===== src/rtl/adxl355_sync_meter.sv =====
// Measures the ADXL355 SYNC rate and phase against GPS PPS once per second and
// trims the SYNC generator's phase-accumulator increment toward the nominal rate.
`timescale 1ns/1ps
module adxl355_sync_meter #(
  parameter int clk_out0_hz    = 40000000,
  parameter int clk_sync_hz    = 1000,
  parameter int pa_sync_bits   = 24,
  parameter int pa_inc_nominal = 32768,
  parameter int trim_step      = 1,
  parameter int trim_range     = 256,
  parameter int lock_seconds   = 4,
  parameter int cnt_bits       = 16
) (
  input  logic                           i_clk,
  input  logic                           i_rst_n,
  input  logic                           i_pps,
  input  logic                           i_sync,
  output logic [cnt_bits-1:0]            o_sync_count,
  output logic [$clog2(clk_out0_hz)-1:0] o_phase,
  output logic                           o_valid,
  output logic [pa_sync_bits-1:0]        o_pa_inc,
  output logic                           o_locked,
  output logic                           o_pps_lost
);

  localparam int PH_W = $clog2(clk_out0_hz);
  localparam int WD_W = $clog2(2 * clk_out0_hz + 1);
  localparam int LK_W = $clog2(lock_seconds + 1);
  localparam int PA_W = pa_sync_bits;

  localparam logic [cnt_bits-1:0]      CNT_NOM   = cnt_bits'(clk_sync_hz);
  localparam logic [WD_W-1:0]          WD_LAST   = WD_W'(2 * clk_out0_hz - 1);
  localparam logic [LK_W-1:0]          LOCK_THR  = LK_W'(lock_seconds);
  localparam logic signed [PA_W+1:0]   PA_MAX    = (PA_W+2)'(pa_inc_nominal + trim_range);
  localparam logic signed [PA_W+1:0]   PA_MIN    = (PA_W+2)'(pa_inc_nominal - trim_range);
  localparam logic signed [PA_W+1:0]   TRIM_STEP = (PA_W+2)'(trim_step);

  typedef enum logic [1:0] {S_IDLE, S_MEASURE, S_LOST} state_t;

  state_t state, state_nxt;

  logic pps_p0, pps_p1, pps_p2, pps_ev_p3;
  logic sync_p0, sync_p1, sync_p2, sync_ev_p3;

  logic [cnt_bits-1:0] win_cnt;
  logic [PH_W-1:0]     ph_cnt;
  logic [PH_W-1:0]     ph_lat;
  logic                got_sync;
  logic [WD_W-1:0]     wd_cnt;
  logic [LK_W-1:0]     lock_cnt;
  logic [LK_W-1:0]     lock_nxt;
  logic                timeout;

  function automatic logic [cnt_bits-1:0] cnt_sat_inc(input logic [cnt_bits-1:0] v);
    return (&v) ? v : v + cnt_bits'(1);
  endfunction

  function automatic logic [PH_W-1:0] ph_sat_inc(input logic [PH_W-1:0] v);
    return (&v) ? v : v + PH_W'(1);
  endfunction

  function automatic logic [LK_W-1:0] lock_sat_inc(input logic [LK_W-1:0] v);
    return (v >= LOCK_THR) ? v : v + LK_W'(1);
  endfunction

  // Clamp a widened signed increment to the allowed trim window.
  function automatic logic [PA_W-1:0] clamp_inc(input logic signed [PA_W+1:0] v);
    logic signed [PA_W+1:0] c;
    c = v;
    if (c > PA_MAX) c = PA_MAX;
    if (c < PA_MIN) c = PA_MIN;
    return c[PA_W-1:0];
  endfunction

  function automatic logic [PA_W-1:0] trim_inc(input logic [PA_W-1:0] cur,
                                               input logic [cnt_bits-1:0] cnt);
    logic signed [PA_W+1:0] w;
    w = signed'({2'b00, cur});
    if (cnt < CNT_NOM)      w = w + TRIM_STEP;
    else if (cnt > CNT_NOM) w = w - TRIM_STEP;
    return clamp_inc(w);
  endfunction

  // Stage p0..p2: two-flop synchronizers plus delayed copy; p3: registered rising-edge events
  always_ff @(posedge i_clk or negedge i_rst_n) begin
    if (!i_rst_n) begin
      pps_p0     <= 1'b0;
      pps_p1     <= 1'b0;
      pps_p2     <= 1'b0;
      pps_ev_p3  <= 1'b0;
      sync_p0    <= 1'b0;
      sync_p1    <= 1'b0;
      sync_p2    <= 1'b0;
      sync_ev_p3 <= 1'b0;
    end else begin
      pps_p0     <= i_pps;
      pps_p1     <= pps_p0;
      pps_p2     <= pps_p1;
      pps_ev_p3  <= pps_p1 & ~pps_p2;
      sync_p0    <= i_sync;
      sync_p1    <= sync_p0;
      sync_p2    <= sync_p1;
      sync_ev_p3 <= sync_p1 & ~sync_p2;
    end
  end

  assign timeout  = (wd_cnt == WD_LAST);
  assign lock_nxt = (win_cnt == CNT_NOM) ? lock_sat_inc(lock_cnt) : '0;

  always_ff @(posedge i_clk or negedge i_rst_n) begin
    if (!i_rst_n) state <= S_IDLE;
    else          state <= state_nxt;
  end

  always_comb begin
    state_nxt = state;
    case (state)
      S_IDLE:    if (pps_ev_p3) state_nxt = S_MEASURE;
      S_MEASURE: if (!pps_ev_p3 && timeout) state_nxt = S_LOST;
      S_LOST:    if (pps_ev_p3) state_nxt = S_MEASURE;
      default:   state_nxt = S_IDLE;
    endcase
  end

  // Stage p4: window accumulation and once-per-second output update
  always_ff @(posedge i_clk or negedge i_rst_n) begin
    if (!i_rst_n) begin
      win_cnt      <= '0;
      ph_cnt       <= '0;
      ph_lat       <= '1;
      got_sync     <= 1'b0;
      wd_cnt       <= '0;
      lock_cnt     <= '0;
      o_sync_count <= '0;
      o_phase      <= '0;
      o_valid      <= 1'b0;
      o_pa_inc     <= PA_W'(pa_inc_nominal);
      o_locked     <= 1'b0;
      o_pps_lost   <= 1'b0;
    end else begin
      o_valid <= 1'b0;
      if (pps_ev_p3) begin
        // A SYNC edge coincident with PPS opens the new window, not the closing one.
        win_cnt    <= sync_ev_p3 ? cnt_bits'(1) : '0;
        ph_lat     <= sync_ev_p3 ? '0 : '1;
        got_sync   <= sync_ev_p3;
        ph_cnt     <= PH_W'(1);
        wd_cnt     <= WD_W'(1);
        o_pps_lost <= 1'b0;
        if (state == S_MEASURE) begin
          o_valid      <= 1'b1;
          o_sync_count <= win_cnt;
          o_phase      <= ph_lat;
          o_pa_inc     <= trim_inc(o_pa_inc, win_cnt);
          lock_cnt     <= lock_nxt;
          o_locked     <= (lock_nxt >= LOCK_THR);
        end
      end else if (state == S_MEASURE) begin
        if (sync_ev_p3) begin
          win_cnt <= cnt_sat_inc(win_cnt);
          if (!got_sync) begin
            ph_lat   <= ph_cnt;
            got_sync <= 1'b1;
          end
        end
        ph_cnt <= ph_sat_inc(ph_cnt);
        wd_cnt <= wd_cnt + WD_W'(1);
        if (timeout) begin
          o_pps_lost <= 1'b1;
          o_locked   <= 1'b0;
          lock_cnt   <= '0;
        end
      end
    end
  end

endmodule


===== config.mk =====
export PLATFORM = sky130hd
export DESIGN_NAME = adxl355_sync_meter
export DESIGN_NICKNAME = d
export VERILOG_FILES = /design/src/rtl/adxl355_sync_meter.sv
export SDC_FILE = /design/constraint.sdc
export NUM_CORES = 1
export LEC_CHECK = 0
export CAP_MARGIN = 20
export CORE_ASPECT_RATIO = 1.1
export CORE_MARGIN = 10
export CORE_UTILIZATION = 40
export CTS_BUF_LIST = sky130_fd_sc_hd__clkbuf_8
export DETAILED_ROUTE_END_ITERATION = 10
export PLACE_DENSITY = 0.65
export SYNTH_ARGS = -nofsm -noshare
export SYNTH_HDL_FRONTEND = slang
export SYNTH_SLANG_ARGS = --single-unit

===== constraint.sdc =====
create_clock -name i_clk -period 7.5 [get_ports i_clk]
set_input_delay 1.5 -clock i_clk [delete_from_list [all_inputs] [get_ports i_clk]]
set_output_delay 1.5 -clock i_clk [all_outputs]
set_load 0.02 [all_outputs]

# --- After elaboration in Yosys (flattened, before gate mapping) ---
# Cells that the tools add are included.
word_totals:
  out_inout_bits: 69
  reg_bits: 178
  wordCells: 107
  inputBits: 4
op_classes:
  n_reduce_logical: 17
  bitwise_logic: 4
  mux: 44
  n_lt_le_gt_ge: 6
  eq_ne: 9
  add_sub_neg: 6
op_table:
  columns: ["cell", "count"]
  rows:
  - ["two-way mux 26 bit", 15]
  - ["two-way mux 16 bit", 4]
  - ["two-way mux 27 bit", 2]
  - ["adder 27 x 1 -> 27 bit (second input constant)", 1]
  - ["equality test 27 bit (second input constant)", 1]
  - ["adder 26 x 1 -> 26 bit (second input constant)", 1]
  - ["> comparator 26 x 17 -> 1 bit (second input constant)", 1]
  - ["< comparator 26 x 16 -> 1 bit (second input constant)", 1]
  - ["AND reduction 26 bit", 1]
  - ["adder 24 x 1 -> 25 bit (second input constant)", 1]
  - ["subtractor 24 x 1 -> 25 bit (second input constant)", 1]
  - ["two-way mux 24 bit", 1]
  - ["two-way mux 3 bit", 6]
  - ["adder 16 x 1 -> 16 bit (second input constant)", 1]
  - ["equality test 16 x 10 -> 1 bit (second input constant)", 1]
  - ["> comparator 16 x 10 -> 1 bit (second input constant)", 1]
  - ["< comparator 16 x 10 -> 1 bit (second input constant)", 1]
  - ["AND reduction 16 bit", 1]
  - ["two-way mux 1 bit", 13]
  - ["AND reduction 2 bit", 6]
  - ["inequality test 2 bit (second input constant)", 4]
  - [">= comparator 3 bit (second input constant)", 2]
  - ["AND reduction 3 bit", 2]
  - ["nonzero test 2 bit", 3]
  - ["other kinds (12)", 15]

# --- Depth between registers and ports, before layout ---
# Gate-level depths: netlist (run 1).
logic_depth:
  word_depth: 11
  ltp_mapped: 13
  ltp_nobuf: 12

# --- Least setup slack after synthesis (run 1) ---
# No wires, ideal clock.
synth_path:
  path_kind: "reg2reg"
  start: "reg o_pa_inc[10]"
  end: "reg o_pa_inc[8]"
  setup_time_ps: 121
  period_less_slack_ps: 3068
  path_stages_with_launch: 12
  arrival_ps: 2947
  required_ps: 7379
  path_slack_ps: 4432
  n_path_buf: 1
  path_cell_list: "dfrtp_1 buf_6 or3_4 or3_4 nor3_1 a41oi_1 xor2_1 nand2_1 or4_4 o21ai_4 nand3_2 o22a_1"
synth_via:
  elab_chain_len: 11
  elab_cells_between_ends: 12
  classes_between: "add/sub (2); order compare (2); mux (8)"
synth_rtl:
  columns: ["element", "line_no", "source"]
  rows:
  - ["start: declaration", "21", "output logic [pa_sync_bits-1:0] o_pa_inc,"]
  - ["start signal: assignment", "137", "o_pa_inc <= PA_W'(pa_inc_nominal);"]
  - ["start signal: assignment", "154", "o_pa_inc <= trim_inc(o_pa_inc, win_cnt);"]
  - ["subtractor 24 x 1 -> 25 bit", "80", "else if (cnt > CNT_NOM) w = w - TRIM_STEP;"]
  - ["two-way mux 26 bit", "80", null]
  - ["two-way mux 26 bit *", "79", "if (cnt < CNT_NOM) w = w + TRIM_STEP;"]
  - ["two-way mux 26 bit *", "150", "if (state == S_MEASURE) begin"]
  - ["two-way mux 26 bit *", "142", "if (pps_ev_p3) begin"]
  - ["> comparator 26 x 17 -> 1 bit", "70", "if (c > PA_MAX) c = PA_MAX;"]
  - ["two-way mux 26 bit *", "70", null]
  - ["two-way mux 26 bit *", "150", null]
  - ["two-way mux 26 bit *", "142", null]
  - ["< comparator 26 x 16 -> 1 bit", "71", "if (c < PA_MIN) c = PA_MIN;"]
  - ["two-way mux 24 bit *", "71", null]
# Mark *: on every way between the ends. The rest lies on a longest branch, timed or not. The select of a mux whose other input is x is not followed.
# A chain may end at the register's enable or synchronous reset.

# --- Worst setup path after layout (run 1) ---
layout_path:
  start: "reg pps_ev_p3"
  end: "reg ph_cnt[17]"
layout_via:
  elab_chain_len: 2
  elab_cells_between_ends: 4
  classes_between: "eq/ne (1); mux (1); reduce/logical (2)"
layout_rtl:
  columns: ["element", "line_no", "source"]
  rows:
  - ["start: declaration", "42", "logic pps_p0, pps_p1, pps_p2, pps_ev_p3;"]
  - ["start signal: assignment", "99", "pps_ev_p3 <= pps_p1 & ~pps_p2;"]
  - ["inequality test 2 bit (no line) or nonzero test 2 bit (tied branches)", null, null]
  - ["AND reduction 2 bit (no line)", null, null]
  - ["end signal: assignment", "166", "ph_cnt <= ph_sat_inc(ph_cnt);"]
  - ["end: declaration", "46", "logic [PH_W-1:0] ph_cnt;"]
# Several ways; a longest one is shown, not always the timed one.

==> impl_metrics.py, run 1 <==
metrics = {
    "power": {
        "power_density_mw_per_mm2": 221.9,
        "ir_drop_mv": 0.1116,
        "power.leakage_nw": 4.369,
    },
    "grt": {
        "gr-usage-all-layers": 0.1471,
        "busiest_layer": "met2",
        "grt_pass1_wl_um": 34970,
        "grtUsageMet3": 0.02783,
        "grt_overflow_total": 0,
        "use_met1": 0.1901,
        "antenna_found_initial": 0,
        "first_global_vias": 6987,
        "grt_max_degree": 74,
        "grt_util_met2": 0.2426,
    },
    "yosys": {
        "synth.most_common_cell": "nand2_1",
        "synthAdderAreaFrac": 0.01141,
        "syn_nets": 984,
        "ys_warn_count": 0,
        "synthSimpleGateAreaFrac": 0.2669,
        "ys_seq_area_frac": 0.5089,
        "synth_xor_area_frac": 0.07291,
        "synth_edf_count": 0,
        "synth_top_family_by_area": "simple AND/OR/NAND/NOR gates",
        "synth_area_leaders": "dfrtp_1, nand2_1, dfstp_2, xor2_1, nor2_1",
        "async_flop_share": 1.000,
        "ys_top_cells_by_count": "nand2_1, dfrtp_1, nor2_1",
        "netlist_area_mm2": 0.008770,
        "synth-main-ff-cell": "dfrtp_1",
        "yosysUniqueCellTypes": 67,
        "ys_ff_latch": 177,
        "synth_largest_area_cell": "dfrtp_1",
        "synth_mux_area_frac": 0.002425,
        "syn_inst": 972,
        "synth_top_area_frac": 0.4280,
        "synth_compound_area_frac": 0.1063,
        "syn_avg_cell_area_um2": 9.022,
    },
    "worst_setup_path": {
        "path_class": "reg2reg",
        "r2r-start": "pps_ev_p3",
        "arrival_ps": 4110,
        "cp_slowest_cell": "clkinv_1",
        "rrSetupSlack_ps": 3710,
        "timing.rr.end": "ph_cnt[17]",
        "path_cells": "buf_4 > clkinv_1 > nand2_1 > nor4_1 > a22o_1 > nor2_1 > nand2_1 > nor2_1 > nand4_1 > xor2_1 > nor2_1",
        "start_kind": "flop",
        "path_max_fanout": 73,
        "cp-end-kind": "flop",
        "cp_common_cell": "nor2_1",
        "cp.required_ps": 7810,
        "max_stage_delay_ps": 960,
        "r2r_cells": 11,
    },
    "sta": {
        "hold_viol": 0,
        "rsz0062_at_grt": "no",
        "fmax_mhz": 263.6,
        "fin_crit_ps": 3794,
        "fin_worst_skew_ps": 20.49,
        "tightest_slew_ps": 915.3,
        "slew_headroom": 0.3860,
        "setup-tns-final_ps": 0,
        "maxSlewViolCount": 0,
        "setup_viol": 0,
        "finalCritPeriodShare": 0.5059,
    },
    "cells_and_area": {
        "n_antenna_cell": 0,
        "drive_gt1_frac": 0.09336,
        "post-route-util": 0.4736,
        "final_area_mm2": 0.01015,
        "fin_cells": 1329,
        "syn2layout_area_growth_pct": 15.78,
        "fin_nets": 1038,
        "fillers": 2114,
    },
    "hold_path": {
        "whs_endpoint": "pps_p1",
        "min_path_cells": 0,
        "min_path_type": "reg2reg",
        "holdCritStartpoint": "pps_p0",
    },
    "die": {
        "fp.dieW_um": 161.2,
        "io_pins": 73,
        "die_y_um": 175.3,
        "coreArea_mm2": 0.02144,
        "die_area_mm2": 0.02825,
        "rows": 56,
        "start_util": 0.4090,
    },
    "run": {
        "maxCapViolCount": 0,
    },
    "cts": {
        "ctsLongestPathBuffers": 2,
        "cts_hold_buf": 0,
        "cts_tree": "done",
        "ctsResizeCount": 0,
        "cts_root_buffer": "clkbuf_8",
        "worstSkewPairLatency_ps": 470,
        "path_clk_slew_ps": 90,
        "cts_max_level": 4,
        "cts_made_buffers": 17,
        "cts_setup_buffers": 0,
        "numClockSinks": 177,
    },
    "drt": {
        "vias": 6970,
        "postRouteAntennaNets": 0,
        "drtIter0Drc": 390,
        "viasPerCell": 5.245,
        "dr.pass1.iters": 4,
        "drcViolationCount": 0,
        "post_drt_wl_per_cell_um": 15.18,
        "drt_wl_total_um": 20180,
    },
    "placed_design": {
        "post-place-cells": 1296,
        "port_buffers": 72,
        "place.gp.congestion": 0.8735,
        "dpl-instance-area_mm2": 0.009734,
        "hpwlAfterDp_um": 13700,
    },
    "run_status": {
        "status": "completed",
    },
}
power breakdown:
part | switching, W | internal (W)
Combinational | 0.000247 | 0.000179
Clock | 0.000380 | 0.000305
Sequential | 0.0000916 | 0.00105
sequential cells by signal, summed over array words and instances, names as in the netlist:
signal,cells
wd_cnt,27
got_sync,1
o_pps_lost,1
pps_p2,1
o_sync_count,16
o_locked,1
pps_p0,1
ph_cnt,26
ph_lat,26
sync_p0,1
sync_p1,1
state,2
win_cnt,16
sync_ev_p3,1
pps_p1,1
lock_cnt,2
o_valid,1
sync_p2,1
o_phase,26
o_pa_inc,24
pps_ev_p3,1
per-layer routing:
layer / vias up / share of wire
met2: 124 / 0.48
met5: - / 0
met4: 0 / 0.013
met3: 20 / 0.045
li1: 3420 / -
met1: 3406 / 0.46
final cells by class:
type	instances	area, um2	area share
sequential	177	4464	0.4397
multi-input combinational	727	4039	0.3978
clock buffer	20	275.3	0.02711
tap	290	362.8	0.03574
inverter	21	78.83	0.007763
clock inverter	12	138.9	0.01368
timing repair buffer	82	794.5	0.07825
kinds of logic (layout without fill, tap and decap cells):
kind of cell | Yosys count | count (layout)
flip-flops | 177 | 177
adder cells (fa/ha/maj) | 8 | 8
AND/OR/NAND/NOR | 490 | 490
multiplexers | 2 | 2
buffers and inverters | 68 | 135
AO/OA/AOI/OAI | 154 | 154
XOR/XNOR | 73 | 73
worst max path at each step:
stage	slack, ps	end	start	cells after the start
4_1_cts	3680	ph_cnt[17]	pps_ev_p3	11
2_1_floorplan	4430	o_pa_inc[8]	o_pa_inc[10]	11
6_report	3710	ph_cnt[17]	pps_ev_p3	11
5_1_grt	3300	ph_cnt[19]	pps_ev_p3	11
3_3_place_gp	3850	ph_cnt[17]	pps_ev_p3	11
3_5_place_dp	3720	ph_cnt[17]	pps_ev_p3	11
critical path, delay by kind of cell, from the launching register on:
| kind | cells | cell delay (ps) |
|---|---|---|
| flip-flops | 1 | 350 |
| AO/OA/AOI/OAI | 1 | 280 |
| AND/OR/NAND/NOR | 7 | 1310 |
| XOR/XNOR | 1 | 140 |
| buffers and inverters | 2 | 1540 |
metrics by stage:
step	total power (W)	setup WS (ps)	hold slack (ps)
6_report	0.002253	3706	356.8
5_1_grt	0.002390	3304	364.0
4_1_cts	0.002284	3681	359.4
3_5_place_dp	0.001590	3725	336.5
3_3_place_gp	0.001583	3851	332.6
2_1_floorplan	0.001417	4432	331.2
placed cells by master, fill, tap and decap left out, types with 4 or more instances in the layout:
cell             synthesis  final
xor2_1                  46     46
nor4_1                   9      9
and3_1                  18     18
dfrtp_1                150    149
a22o_1                   4      4
o21ai_0                 46     46
clkdlybuf4s50_1          0     71
o21a_1                   6      6
and2_1                  15     15
nor4_2                   4      4
inv_1                   19     19
buf_4                    0      9
or4_1                    4      4
nor2_1                  97     96
nand2b_1                 5      5
nor3_1                  23     23
o22ai_1                  4      4
o211ai_1                 6      6
or2_2                    4      4
nand4_1                 22     22
a31oi_1                  8      8
nand2_1                209    208
nand3_1                 40     40
or3_1                   12     12
a21oi_1                 54     54
clkbuf_8                 0     20
nor2b_1                  4      4
and4_1                   7      7
dfstp_2                 27     27
ha_1                     8      8
inv_8                    0      6
xnor2_1                 27     27
No activity file was read; power rests on OpenSTA's default activity.
==> run 2: changes to the inputs <==
Clock period 7.5 ns to 3.8 ns, I/O delays scaled along.
==> run 2 against run 1 <==
Effect of this change: sequential share of layout area shrank 0.31 points; clock power increased by 84%; design area is 0.72% higher; clock skew shrank 3.0 ps; routed wire length about the same; non-clock buffer count up 7.
==> impl_metrics.py, run 2 (same netlist as run 1, synthesis figures left out) <==
metrics = {
    "cells_and_area": {
        "n_antenna_cell": 0,
        "fillers": 2062,
        "layout_common_cells": "nand2_1, dfrtp_1, nor2_1, clkdlybuf4s50_1, a21oi_1",
        "fin_cells": 1336,
        "drive_gt1_frac": 0.1004,
        "largest_reg_flops": 27,
        "regMostFlops": "wd_cnt",
        "final_common_cell": "nand2_1",
        "fin_nets": 1045,
        "syn2layout_area_growth_pct": 16.61,
        "final_area_mm2": 0.01023,
    },
    "sta": {
        "fin_crit_ps": 3371,
        "maxSlewViolCount": 0,
        "rsz0062_at_grt": "no",
        "tightest_slew_ps": 765.2,
        "setup_viol": 0,
        "fmax_mhz": 296.6,
        "fin_worst_skew_ps": 17.53,
        "slew_headroom": 0.4899,
        "hold_viol": 0,
        "finalCritPeriodShare": 0.8872,
        "setup-tns-final_ps": 0,
    },
    "worst_setup_path": {
        "path_class": "reg2reg",
        "r2r-start": "win_cnt[1]",
        "cp.required_ps": 4160,
        "cp_slowest_cell": "dfrtp_1",
        "critPathBufInv": 1,
        "start_kind": "flop",
        "cp-end-kind": "flop",
        "max_stage_delay_ps": 410,
        "r2r_cells": 12,
        "path_cells": "inv_1 > ha_1 > nor4bb_2 > nand4_1 > and4_1 > nor4_1 > o21ai_0 > nor3_1 > nand4b_1 > o21ai_4 > nand3_2 > o22a_1",
        "arrival_ps": 3730,
        "rrSetupSlack_ps": 430,
        "cpLargestDelayFamily": "simple AND/OR/NAND/NOR gates",
        "path_max_fanout": 10,
        "timing.rr.end": "o_pa_inc[8]",
    },
    "drt": {
        "drt_wl_total_um": 20200,
        "post_drt_wl_per_cell_um": 15.12,
        "drtIter0Drc": 472,
        "viasPerCell": 5.220,
        "drcViolationCount": 0,
        "vias": 6974,
        "dr.pass1.iters": 4,
        "postRouteAntennaNets": 0,
    },
    "cts": {
        "cts_made_buffers": 17,
        "ctsResizeCount": 0,
        "path_clk_slew_ps": 100,
        "cts_hold_buf": 0,
        "cts_setup_buffers": 0,
        "worstSkewPairLatency_ps": 480,
        "cts_tree": "done",
        "ctsLongestPathBuffers": 2,
        "cts_root_buffer": "clkbuf_8",
        "numClockSinks": 177,
        "cts_max_level": 4,
    },
    "die": {
        "die_y_um": 175.3,
        "die_area_mm2": 0.02825,
        "fp.dieW_um": 161.2,
        "start_util": 0.4090,
        "rows": 56,
        "coreArea_mm2": 0.02144,
        "io_pins": 73,
    },
    "grt": {
        "gr-usage-all-layers": 0.1465,
        "antenna_found_initial": 0,
        "grt_max_degree": 70,
        "grt_overflow_total": 0,
        "first_global_vias": 6815,
        "grt_pass1_wl_um": 34580,
    },
    "power": {
        "power_density_mw_per_mm2": 428.8,
        "power.leakage_nw": 4.411,
        "ir_drop_mv": 0.2257,
    },
    "placed_design": {
        "dpl-instance-area_mm2": 0.009839,
        "port_buffers": 72,
        "hpwlAfterDp_um": 13820,
        "post-place-cells": 1304,
        "place.gp.congestion": 0.8917,
    },
    "hold_path": {
        "min_path_type": "in2async",
    },
    "run_status": {
        "status": "completed",
    },
    "run": {
        "maxCapViolCount": 0,
    },
}
-- run 2: cell count changes in the layout (fill, tap and decap cells not counted), sizes merged --
cell,change
clkinv,+3
clkinvlp,-2
clkbuf,-2
buf,+8
inv,+1
bufinv,-1
-- run 2: worst max path at each step --
stage                       from     endpoint  slack (ps)  depth (start not counted)
finish                win_cnt[1]  o_pa_inc[8]         430                         12
global route         o_pa_inc[0]  o_pa_inc[2]          40                         12
CTS                   win_cnt[0]  o_pa_inc[8]         370                         12
detailed placement    win_cnt[0]  o_pa_inc[8]         400                         12
global placement      win_cnt[0]  o_pa_inc[8]         450                         12
floorplan           o_pa_inc[10]  o_pa_inc[8]         730                         11
-- run 2: metrics by stage --
stage / utilization / setup slack, ps / total power, W / hold slack, ps
finish: 0.4769 / 428.5 / 0.004385 / 255.2
global placement: 0.4576 / 448.0 / 0.003149 / 336.6
global route: 0.4769 / 42.34 / 0.004618 / 302.7
floorplan: - / 731.7 / 0.002797 / 331.2
CTS: 0.4767 / 371.9 / 0.004433 / 280.8
detailed placement: 0.4589 / 404.9 / 0.003163 / 338.5
-- run 2: cell type report --
cell class                      instances  area [um2]  share of cell area
Tap cell                              290       362.8             0.03548
Clock buffer                           19       261.5             0.02557
Inverter                               21       78.83            0.007708
Sequential cell                       177        4464              0.4366
Clock inverter                         13       118.9             0.01162
Multi-Input combinational cell        727        4045              0.3956
Timing Repair Buffer                   89       894.6             0.08748
-- run 2: where the power goes --
group	internal (W)	total, W	switching (W)
logic	0.000368	0.000880	0.000512
clock network	0.000514	0.00126	0.000748
registers	0.00208	0.00224	0.000167
-- run 2: routing by layer --
metal / GRT usage / part of all wire / up-vias / wire (um)
li1: - / - / 3454 / -
met1: 0.1967 / 0.48 / 3364 / 9679
met2: 0.2345 / 0.47 / 132 / 9501
met3: 0.02502 / 0.034 / 24 / 691
met4: 0.04932 / 0.016 / 0 / 322
met5: 0 / 0 / - / 0
-- run 2: worst reg2reg max path: cells and delay by family (launching register included) --
kind	cells	cell delay, ps
simple gates	7	1880
fa+ha+maj	1	190
flops	1	410
compound gates	3	670
buf+inv	1	130
==> run 3: changes to the inputs <==
Settings changed: REMOVE_ABC_BUFFERS set to 1.
Clock period 3.8 ns to 3.2 ns, I/O delays scaled along.
==> run 3 against run 2 <==
Effect of this change: sequential share of layout area decreased by 1.6 points; routed wire length up 6.6%; worst hold slack worse by 110 ps; clock power up 37%; maximum frequency rose by 10%; setup slack worse by 290 ps; register-to-register slack worse by 290 ps; non-clock buffer count is 31 higher; via count increased by 2.3%; core utilization rose by 1.9 points; largest cell class unchanged.
==> impl_metrics.py, run 3 (same netlist as run 1, synthesis figures left out) <==
metrics = {
    "power": {
        "ir_drop_mv": 0.2974,
        "power.total_w": 0.005558,
        "power.leakage_nw": 4.599,
        "power_density_mw_per_mm2": 522.8,
    },
    "cts": {
        "cts_root_buffer": "clkbuf_8",
        "cts_tree": "done",
        "numClockSinks": 177,
        "cts_max_level": 4,
        "cts_hold_buf": 0,
        "worstSkewPairLatency_ps": 460,
        "path_clk_slew_ps": 100,
        "cts_made_buffers": 17,
        "ctsLongestPathBuffers": 2,
    },
    "cells_and_area": {
        "n_antenna_cell": 0,
        "syn2layout_area_growth_pct": 21.23,
        "final_common_cell": "nand2_1",
        "post-route-util": 0.4959,
        "largest_reg_flops": 27,
        "fin_nets": 1076,
        "regMostFlops": "wd_cnt",
        "layout_common_cells": "nand2_1, dfrtp_1, nor2_1, clkdlybuf4s50_1, a21oi_1",
        "drive_gt1_frac": 0.1385,
        "fillers": 2081,
    },
    "drt": {
        "viasPerCell": 5.220,
        "dr.pass1.iters": 5,
        "vias": 7131,
        "drcViolationCount": 0,
        "drt_wl_total_um": 21530,
        "drtIter0Drc": 471,
        "post_drt_wl_per_cell_um": 15.76,
        "postRouteAntennaNets": 0,
    },
    "grt": {
        "gr-usage-all-layers": 0.1528,
        "grt_util_met2": 0.2540,
        "use_met1": 0.1951,
        "grt_max_degree": 72,
        "antenna_found_initial": 0,
        "grt_pass1_wl_um": 36160,
        "grtUsageMet3": 0.03274,
        "busiest_layer": "met2",
        "first_global_vias": 7059,
        "grt_overflow_total": 0,
    },
    "worst_setup_path": {
        "cp-end-kind": "flop",
        "path_class": "reg2reg",
        "start_kind": "flop",
        "path_max_fanout": 11,
        "arrival_ps": 3410,
        "cp.required_ps": 3540,
    },
    "die": {
        "io_pins": 73,
        "die_y_um": 175.3,
        "rows": 56,
        "die_area_mm2": 0.02825,
        "fp.dieW_um": 161.2,
        "start_util": 0.4090,
        "coreArea_mm2": 0.02144,
    },
    "placed_design": {
        "hpwlAfterDp_um": 14850,
        "post-place-ws_ps": 72.20,
        "place.gp.congestion": 0.9038,
        "port_buffers": 72,
    },
    "sta": {
        "worst_slack_ps": 133.7,
        "setup_viol": 0,
        "fin_crit_ps": 3066,
        "fmax_mhz": 326.1,
        "setup-tns-final_ps": 0,
        "finalCritPeriodShare": 0.9582,
        "maxSlewViolCount": 0,
        "hold_viol": 0,
        "tightest_slew_ps": 777.6,
        "slew_headroom": 0.4816,
        "fin_worst_skew_ps": 15.98,
    },
    "hold_path": {
        "min_path_type": "in2async",
    },
    "run": {
        "maxCapViolCount": 0,
    },
    "run_status": {
        "status": "completed",
    },
}
run 3: cell types whose count changed in the layout (fill, tap and decap cells not counted), sizes merged:
cell	before	now
clkinvlp	0	2
bufinv	0	4
buf	18	49
clkinv	7	3
inv	27	24
run 3: cell type report:
| class | count | area [um2] | share of cell area |
|---|---|---|---|
| flip-flops and latches | 177 | 4467 | 0.4201 |
| repair buffers | 120 | 1132 | 0.1065 |
| well taps | 290 | 362.8 | 0.03413 |
| clock buffers | 19 | 261.5 | 0.02460 |
| clock inverters | 12 | 181.4 | 0.01706 |
| inverters | 21 | 78.83 | 0.007414 |
| multi-input cells | 727 | 4148 | 0.3901 |
run 3: metal layers:
metal / share of wire / up-vias / routed length (um)
li1: - / 3512 / -
met1: 0.46 / 3450 / 9847
met2: 0.48 / 141 / 10410
met3: 0.043 / 28 / 930
met4: 0.016 / 0 / 337
met5: 0 / - / 0
run 3: timing repair:
| action | in CTS | in global routing |
|---|---|---|
| buffers inserted | 0 | 1 |
| setup endpoints to repair | 0 | 15 |
| gates resized for setup | 0 | 23 |
run 3: final timing paths:
kind / from / to / slack, ps / cells after the start
worst min-delay path: i_rst_n / o_pa_inc[3] / 140 / 1
worst max register to register: win_cnt[15] / o_pa_inc[8] / 130 / 11
worst min register to register: sync_p0 / sync_p1 / 360 / 0
max in group asynchronous: i_rst_n / o_pa_inc[15] / 2290 / 2
worst max-delay path: win_cnt[15] / o_pa_inc[8] / 130 / 11
min in group i_clk: sync_p0 / sync_p1 / 360 / 0
run 3: power by group:
| group | internal, W | leakage, nW | switching [W] | total [W] |
|---|---|---|---|---|
| sequential | 0.00247 | 2.25 | 0.000165 | 0.00263 |
| clock | 0.000898 | 0.222 | 0.000836 | 0.00173 |
| combinational | 0.000505 | 2.12 | 0.000687 | 0.00119 |
run 3: stage by stage:
step,instances,hold slack [ps],cell area (um2)
after floorplan,925,331.2,8576
after global placement,1334,339.3,10070
after detailed placement,1334,338.0,10070
after CTS,1365,140.2,10510
after global routing,1366,171.2,10630
final,1366,141.7,10630
run 3: critical path: stages, from the launching register on:
cell and delay [ps]:
dfrtp_2 460, or4_1 590, nor2_4 180, o21ai_4 140
buf_4 170, a211oi_1 280, o21ai_1 150, nor3_2 230
nand4b_1 170, o21ai_4 260, nand3_2 120, o22a_1 190
